**config.mk**
```make
export PLATFORM = sky130hd
export DESIGN_NAME = pipeline_mem_arbiter
export DESIGN_NICKNAME = d
export VERILOG_FILES = /design/src/rtl/pipeline_mem_arbiter_pkg.sv /design/src/rtl/pipeline_mem_arbiter_register.sv /design/src/rtl/pipeline_mem_arbiter.sv
export SDC_FILE = /design/constraint.sdc
export NUM_CORES = 1
export LEC_CHECK = 0
export ABC_AREA = 1
export CORE_MARGIN = 2
export CORE_UTILIZATION = 35
export CTS_BUF_LIST = sky130_fd_sc_hd__clkbuf_4 sky130_fd_sc_hd__clkbuf_8
export DETAILED_ROUTE_END_ITERATION = 10
export PLACE_DENSITY = 0.79
export SYNTH_ARGS = -nofsm -noshare
export SYNTH_HDL_FRONTEND = slang
export SYNTH_HIERARCHICAL = 1
export SYNTH_SLANG_ARGS = --single-unit
```
**constraint.sdc**
```tcl
create_clock -name clk -period 1.99 [get_ports clk]
set_clock_uncertainty 0.05 [all_clocks]
set_input_delay 0.199 -clock clk [delete_from_list [all_inputs] [get_ports clk]]
set_output_delay 0.199 -clock clk [all_outputs]
set_load 0.005 [all_outputs]
```
**src/rtl/pipeline_mem_arbiter_pkg.sv**
```systemverilog
// Shared types for the LC-3b I/D memory arbiter: word and mask types plus the arbiter state encoding.
package pipeline_mem_arbiter_pkg;

    localparam int LC3B_WORD_W = 16;

    typedef logic [LC3B_WORD_W-1:0] lc3b_word;
    typedef logic [1:0]             lc3b_mem_wmask;

    typedef enum logic [2:0] {
        IDLE,
        I_BUSY,
        D_BUSY,
        I_RESP,
        D_RESP
    } arb_state_t;

endpackage

```
**src/rtl/pipeline_mem_arbiter_register.sv**
```systemverilog
// Loadable capture register with synchronous active-high clear.
module pipeline_mem_arbiter_register #(
    parameter int WIDTH = 16
) (
    input  logic             clk,
    input  logic             reset,
    input  logic             load,
    input  logic [WIDTH-1:0] d,
    output logic [WIDTH-1:0] q
);

    always_ff @(posedge clk) begin
        if (reset)
            q <= '0;
        else if (load)
            q <= d;
    end

endmodule

```
**src/rtl/pipeline_mem_arbiter.sv**
```systemverilog
// Serialises LC-3b fetch and MEM-stage requests onto one physical memory port,
// returning a one-cycle resp with the captured read word.
module pipeline_mem_arbiter
    import pipeline_mem_arbiter_pkg::*;
#(
    parameter int ADDR_W     = 16,
    parameter int DATA_W     = 16,
    parameter bit D_PRIORITY = 1'b1
) (
    input  logic              clk,
    input  logic              reset,
    input  logic              i_mem_read,
    input  logic [ADDR_W-1:0] i_mem_address,
    output logic [DATA_W-1:0] i_mem_rdata,
    output logic              i_mem_resp,
    input  logic              d_mem_read,
    input  logic              d_mem_write,
    input  lc3b_mem_wmask     d_mem_byte_enable,
    input  logic [ADDR_W-1:0] d_mem_address,
    input  logic [DATA_W-1:0] d_mem_wdata,
    output logic [DATA_W-1:0] d_mem_rdata,
    output logic              d_mem_resp,
    output logic              pmem_read,
    output logic              pmem_write,
    output lc3b_mem_wmask     pmem_byte_enable,
    output logic [ADDR_W-1:0] pmem_address,
    output logic [DATA_W-1:0] pmem_wdata,
    input  logic [DATA_W-1:0] pmem_rdata,
    input  logic              pmem_resp
);

    typedef struct packed {
        logic [ADDR_W-1:0] addr;
        logic [DATA_W-1:0] wdata;
        lc3b_mem_wmask     be;
        logic              wr;
    } grant_t;

    arb_state_t        state, state_next;
    grant_t            gnt_d, gnt_q;
    logic [DATA_W-1:0] rdata_q;
    logic              abandon_q, abandon_ld;
    logic              i_req, d_req, pick_d, grant, busy, owner_req;

    assign i_req     = i_mem_read;
    assign d_req     = d_mem_read | d_mem_write;
    assign pick_d    = d_req && (!i_req || D_PRIORITY);
    assign grant     = (state == IDLE) && (i_req || d_req);
    assign busy      = (state == I_BUSY) || (state == D_BUSY);
    assign owner_req = (state == I_BUSY) ? i_req : d_req;

    // Abandon clears on every grant and sets if the owner drops its request mid-access.
    assign abandon_ld = grant || (busy && !owner_req);

    always_ff @(posedge clk) begin
        if (reset)
            state <= IDLE;
        else
            state <= state_next;
    end

    always_comb begin
        state_next = state;
        gnt_d      = '0;
        if (pick_d) begin
            gnt_d.addr  = d_mem_address;
            gnt_d.wdata = d_mem_wdata;
            gnt_d.wr    = d_mem_write;
            gnt_d.be    = d_mem_write ? d_mem_byte_enable : 2'b11;
        end else begin
            gnt_d.addr  = i_mem_address;
            gnt_d.be    = 2'b11;
        end
        case (state)
            IDLE:    if (grant) state_next = pick_d ? D_BUSY : I_BUSY;
            I_BUSY:  if (pmem_resp) state_next = I_RESP;
            D_BUSY:  if (pmem_resp) state_next = D_RESP;
            default: state_next = IDLE;
        endcase
    end

    pipeline_mem_arbiter_register #(.WIDTH($bits(grant_t))) u_gnt (
        .clk   (clk),
        .reset (reset),
        .load  (grant),
        .d     (gnt_d),
        .q     (gnt_q)
    );

    pipeline_mem_arbiter_register #(.WIDTH(DATA_W)) u_rdata (
        .clk   (clk),
        .reset (reset),
        .load  (busy && pmem_resp),
        .d     (pmem_rdata),
        .q     (rdata_q)
    );

    pipeline_mem_arbiter_register #(.WIDTH(1)) u_abandon (
        .clk   (clk),
        .reset (reset),
        .load  (abandon_ld),
        .d     (!grant),
        .q     (abandon_q)
    );

    always_comb begin
        pmem_read        = busy && !gnt_q.wr;
        pmem_write       = busy && gnt_q.wr;
        pmem_byte_enable = gnt_q.be;
        pmem_address     = gnt_q.addr;
        pmem_wdata       = gnt_q.wdata;
        i_mem_resp       = (state == I_RESP) && !abandon_q;
        d_mem_resp       = (state == D_RESP) && !abandon_q;
        i_mem_rdata      = ((state == I_RESP) && !abandon_q) ? rdata_q : '0;
        d_mem_rdata      = ((state == D_RESP) && !abandon_q) ? rdata_q : '0;
    end

endmodule

```
==> reports/qor.yml, run 1 <==
ant_nets: 0
clk_pin_slew_ns: 0.09
fp-row-count: 33
worst_slew_pin_slew_ns: 0.491
start_kind: "register"
synth_area_per_cell_sq_um: 5.91
rsz0062_at_grt: "true"
start_util: 0.365
cts_max_level: 2
drive_above_1_share: 0.118
powerDensity_nw_per_um2: 1030
hold_path.class: "reg -> reg"
final_area_sq_um: 4780
die_h_um: 97.1
nNetsFinal: 734
fin_setup_tns_ns: -0.0985
cts_tree: "done"
dieArea_sq_um: 9420
grt_max_degree: 44
path_cells: "inv_2 > nand2_2 > nor3_4 > clkinv_4 > nor2_1 > clkdlybuf4s50_1"
overflow: 0
area_growth_pct: 57.7
n_antenna_cell: 0
finalPower_uw: 4930
syn_inst: 513
finalSetupViolCount: 4
synth_cell_types: 21
clockBufferDepth: 2
wl_per_cell_um: 11.5
io_buffers: 141
final_hold_viol_count: 0
cts_root_buf: "clkbuf_8"
cts_sinks: 55
synth_warnings: 6
drt_first_pass_iters: 4
critPathTopFamily: "buffers and inverters"
arrival_ns: 1.80
cap_violations: 0
yosysSeqAreaShare: 0.363
crit_slowest_cell: "clkdlybuf4s50_1"
io_pins: 142
ir_drop_uv: 566
place_area_sq_um: 4450
routed_wl_um: 8830
worstSetupPathType: "reg -> out"
first_global_vias: 2960
antenna_found_initial: 0
crit_fanout: 7
via_per_inst: 4.32
fin_crit_sh: 1.03
maxSlewViolCount: 0
setup_ws_ns: -0.0584
syn_area_sq_um: 3030
place_congestion: 0.931
fp.dieW_um: 97.1
end_kind: "primary output"
holdBufCountCts: 0
numCtsBuffers: 5
worstPathRequired_ns: 1.74
crit_buf_inv: 3
post-dp-hpwl_um: 6150
maxSlewHeadroom: 0.672
status: "finished with violations"
cpPeakStageDelay_ns: 0.51
post-place-ws_ns: 0.113
drc: 0
syn_nets: 585
via_count: 3319
violations: "setup timing"
grt_pass1_wl_um: 13300
max_clock_freq_ghz: 0.488
clk_latency_ns: 0.30
ys_seq_elements: 55
hold_slack_ns: 0.425
track_usage: 0.169
drtIter0Drc: 93
leakage_uw: 0.00268
core_area_sq_um: 8300
period_needed_ns: 2.05
Yosys cell counts:
| cell type | count | area, sq um |
|---|---|---|
| inv_2 | 4 | 15.0 |
| nor2_2 | 13 | 81.3 |
| dfxtp_1 | 55 | 1100 |
| nand3_1 | 5 | 25.0 |
| inv_1 | 95 | 357 |
| buf_6 | 8 | 90.1 |
| a21oi_1 | 1 | 5.00 |
| buf_2 | 5 | 25.0 |
| buf_8 | 4 | 60.1 |
| clkbuf_1 | 1 | 3.75 |
| nand2_1 | 160 | 601 |
| nor3_4 | 1 | 16.3 |
| nand2_2 | 1 | 6.26 |
| buf_4 | 5 | 37.5 |
| nand3b_1 | 1 | 7.51 |
| nor2_1 | 148 | 556 |
| nand3_2 | 1 | 10.0 |
| nor3_1 | 1 | 5.00 |
| o221ai_1 | 1 | 8.76 |
| or2_2 | 2 | 12.5 |
| o21ai_2 | 1 | 8.76 |
cells by family after synthesis:
kind of cell           after synthesis  synth area share
AOI/OAI and AO/OA                    3           0.00743
and+or+nand+nor                    333             0.435
DFF                                 55             0.363
buffers and inverters              122             0.194
final cells by class:
cell class	count	area, sq um
repair buffers	163	1630
well taps	105	131
multi-input cells	338	1440
inverters	99	384
clock buffers	7	83.8
flip-flops and latches	55	1110
fillers	762	3520
clock inverters	1	5.00
power by group:
| group | switching [uW] | internal (uW) |
|---|---|---|
| logic | 1320 | 1230 |
| registers | 246 | 1510 |
| clock network | 352 | 276 |
| total | 1910 | 3010 |
per-stage QoR:
stage | std cells | utilization
6_report | 768 | 0.576
4_1_cts | 753 | 0.550
2_1_floorplan | 513 | -
5_1_grt | 768 | 0.576
3_5_place_dp | 744 | 0.536
3_3_place_gp | 744 | 0.536
flip-flops by register name, summed over array words and instances (netlist names):
signal       cells
u_gnt/q         35
u_abandon/q      1
u_rdata/q       16
state            3
layer usage:
metal / track usage / part of all wire / vias to the layer above
met5: 0 / 0 / -
met4: 0.0423 / 0.014 / 0
met1: 0.197 / 0.42 / 1427
met2: 0.293 / 0.47 / 147
li1: - / - / 1735
met3: 0.0640 / 0.10 / 10
timing repair:
action | 4_1_cts | 5_1_grt
gates resized for setup | 24 | 38
hold endpoints to repair | 0 | 0
buffers inserted | 0 | 14
gates cloned | 1 | 1
setup endpoints to repair | 35 | 20
pin swaps | 1 | 6
cell usage in the layout (no fill, tap or decap), types with 3 or more instances in the layout:
master           synthesis  layout
nand2_1                160     159
nor2_1                 148     133
clkdlybuf4s50_1          0     111
inv_1                   95      93
dfxtp_1                 55      52
nor2_2                  13      27
buf_4                    5      19
dlymetal6s2s_1           0      17
dlygate4sd2_1            0      13
clkbuf_8                 0       5
inv_2                    4       3
nand3_4                  0       3
nand3_1                  5       3
path summary, 6_finish.rpt:
path	end	depth (start not counted)	slack, ns	from
worst min-delay path	u_rdata/q[3]$_SDFFE_PP0P_	2	0.42	u_rdata/q[3]$_SDFFE_PP0P_
worst max-delay path	d_mem_rdata[1]	6	-0.06	state[1]$_SDFFE_PP0P_
worst min register to register	u_rdata/q[3]$_SDFFE_PP0P_	2	0.42	u_rdata/q[3]$_SDFFE_PP0P_
worst max register to register	u_gnt/q[32]$_SDFFE_PP0P_	9	0.30	state[1]$_SDFFE_PP0P_
worst min-delay path, stage by stage (launching register included):
cell	delay (ns)
dfxtp_1	0.32
nor2_1	0.08
nor2_1	0.05
No activity file was read; power rests on OpenSTA's default activity.
==> run 2, diff against run 1 <==
--- a/config.mk
+++ b/config.mk
@@ -7,10 +7,10 @@
 export LEC_CHECK = 0
 export ABC_AREA = 1
 export CORE_MARGIN = 2
-export CORE_UTILIZATION = 35
+export CORE_UTILIZATION = 43
 export CTS_BUF_LIST = sky130_fd_sc_hd__clkbuf_4 sky130_fd_sc_hd__clkbuf_8
 export DETAILED_ROUTE_END_ITERATION = 10
-export PLACE_DENSITY = 0.79
+export PLACE_DENSITY = 0.92
 export SYNTH_ARGS = -nofsm -noshare
 export SYNTH_HDL_FRONTEND = slang
 export SYNTH_HIERARCHICAL = 1
==> reports/qor.yml, run 2 (same netlist as run 1, synthesis figures left out) <==
cts_max_level: 2  # unchanged
n_antenna_cell: 0  # unchanged
reg2reg_depth: 9  # unchanged
core_area_sq_um: 6790  # -18%
holdBufCountCts: 0  # unchanged
hold_depth: 2  # unchanged
hold_path.class: "reg -> reg"
worst_slew_pin_slew_ns: 0.593  # +0.102 ns
arrival_ns: 1.78  # -0.02 ns
die_h_um: 88.0  # -9.4%
setup_ws_ns: -0.0420  # +0.0164 ns
drt_first_pass_iters: 4  # unchanged
worstHoldStart: "u_gnt/q[1]$_SDFFE_PP0P_"
clk_pin_slew_ns: 0.10  # about the same
final_common_cell: "nand2_1"
drtIter0Drc: 145  # +56%
start_util: 0.446  # +0.0809
fp-row-count: 30  # -9.1%
cap_violations: 0  # unchanged
maxSlewViolCount: 0  # unchanged
r2r_slack_ns: 0.37  # +0.07 ns
wl_per_cell_um: 10.9  # -5.5%
fp.dieW_um: 88.0  # -9.4%
cts_root_buf: "clkbuf_8"
top_register: "u_gnt/q"
hold_slack_ns: 0.424  # -0.00101 ns
reg2reg_to: "u_rdata/q[11]$_SDFFE_PP0P_"
leakage_uw: 0.00245  # -8.4%
worstPathRequired_ns: 1.74  # about the same
area_growth_pct: 53.3
crit_buf_inv: 5  # +2
period_needed_ns: 2.03  # -0.0164 ns
antenna_found_initial: 0  # unchanged
overflow: 0  # unchanged
grt_pass1_wl_um: 12200  # -8.4%
cts_sinks: 55  # unchanged
mostFrequentLayoutCells: "nand2_1, nor2_1, clkdlybuf4s50_1"
clk_latency_ns: 0.30  # about the same
ir_drop_uv: 621  # +9.8%
maxSlewHeadroom: 0.604  # -0.0679
place_area_sq_um: 4430  # -0.42%
rsz0062_at_grt: "true"
critPathTopFamily: "buffers and inverters"
post-dp-hpwl_um: 5910  # -3.9%
fillers: 582  # -24%
crit_slowest_cell: "dfxtp_2"
final_cells: 751  # -2.2%
via_count: 3282  # -1.1%
ant_nets: 0  # unchanged
status: "finished with violations"
hold_end: "u_gnt/q[1]$_SDFFE_PP0P_"
first_global_vias: 2833  # -4.3%
fin_crit_sh: 1.02  # -0.00825
place_congestion: 0.829  # -11%
cp.depth: 8  # +2
drc: 0  # unchanged
via_per_inst: 4.37  # +1.1%
cts_tree: "done"
place_inst: 734  # -1.3%
io_pins: 142  # unchanged
violations: "setup timing"
final_hold_viol_count: 0  # unchanged
max_clock_freq_ghz: 0.492  # +0.81%
end_kind: "primary output"
drive_above_1_share: 0.0870  # -0.0306
final_area_sq_um: 4650  # -2.8%
cpPeakStageDelay_ns: 0.35  # -0.16 ns
post-place-ws_ns: 0.163  # +0.0504 ns
nNetsFinal: 726  # -1.1%
routed_wl_um: 8160  # -7.6%
powerDensity_nw_per_um2: 1080  # +4.2%
r2r_start: "state[2]$_SDFFE_PP0P_"
largest_register_ffs: 35  # unchanged
crit_fanout: 7  # unchanged
clockBufferDepth: 2  # unchanged
path_cells: "inv_2 > nand2_2 > nor3_4 > clkinv_4 > buf_2 > buf_4 > nor2_1 > dlygate4sd2_1"
io_buffers: 141  # unchanged
finalSetupViolCount: 1  # -3
numCtsBuffers: 5  # unchanged
dieArea_sq_um: 7740  # -18%
track_usage: 0.197  # +0.0275
start_kind: "register"
grt_max_degree: 42  # -4.5%
top_regs: "u_gnt/q: 35 flops, u_rdata/q: 16 flops, state: 3 flops"
worstSetupPathType: "reg -> out"
run 2: cell types whose count changed in the layout (fill, tap and decap cells not counted), sizes merged:
cell           previous run  this run
bufinv                    0         1
dlygate4sd2              13        12
clkdlybuf4s50           111       122
nand3                     8         7
dlymetal6s2s             17         6
buf                      22        15
run 2: how the worst max path moves through the flow:
stage / endpoint / start / slack, ns
after floorplan: u_rdata/q[4]$_SDFFE_PP0P_ / state[2]$_SDFFE_PP0P_ / 0.54
after detailed placement: i_mem_rdata[9] / state[0]$_SDFFE_PP0P_ / 0.16
after CTS: d_mem_rdata[9] / state[1]$_SDFFE_PP0P_ / -0.05
final: d_mem_rdata[0] / state[0]$_SDFFE_PP0P_ / -0.04
after global routing: d_mem_rdata[0] / state[0]$_SDFFE_PP0P_ / -0.14
after global placement: i_mem_rdata[1] / state[0]$_SDFFE_PP0P_ / 0.23
run 2: report_power, final:
part,switching (uW),internal (uW),leakage [uW]
clock,357,408,0.0000612
combinational,1260,1220,0.00193
sequential,233,1510,0.000457
total,1850,3140,0.00245
run 2: layout make-up:
cell class / count / area, sq um / share of cell area
Clock buffer: 6 / 82.6 / 0.0178
Clock inverter: 2 / 35.0 / 0.00754
Tap cell: 96 / 120 / 0.0258
Multi-Input combinational cell: 337 / 1380 / 0.297
Timing Repair Buffer: 156 / 1540 / 0.332
Inverter: 99 / 379 / 0.0816
Sequential cell: 55 / 1110 / 0.239
run 2: worst register-to-register path: stages, from the launching register on:
cell and delay [ns]:
dfxtp_2 0.34, inv_4 0.11, nand3_1 0.17, nand2_2 0.13, inv_1 0.07, nor2_2 0.07, buf_4 0.29, nand2_1 0.14
nand2_1 0.08, nor2_1 0.05
run 2: stage by stage:
stage	total power [uW]	util	setup TNS (ns)
after detailed placement	4140	0.652	0
final	5000	0.684	-0.0420
after global routing	5390	0.684	-0.929
after CTS	4970	0.673	-0.121
after global placement	4060	0.652	0
after floorplan	3320	-	0
run 2: what timing repair did:
| item | 4_1_cts | 5_1_grt |
|---|---|---|
| endpoints found under the setup margin | 33 | 19 |
| gates resized for setup | 24 | 11 |
| setup buffers | 0 | 8 |
| gates cloned | 1 | 0 |
| pin swaps | 1 | 0 |
run 2: per-layer routing:
metal	track usage	part of all wire
met1	0.227	0.42
met2	0.348	0.48
met3	0.0669	0.086
met4	0.0531	0.013
met5	0	0
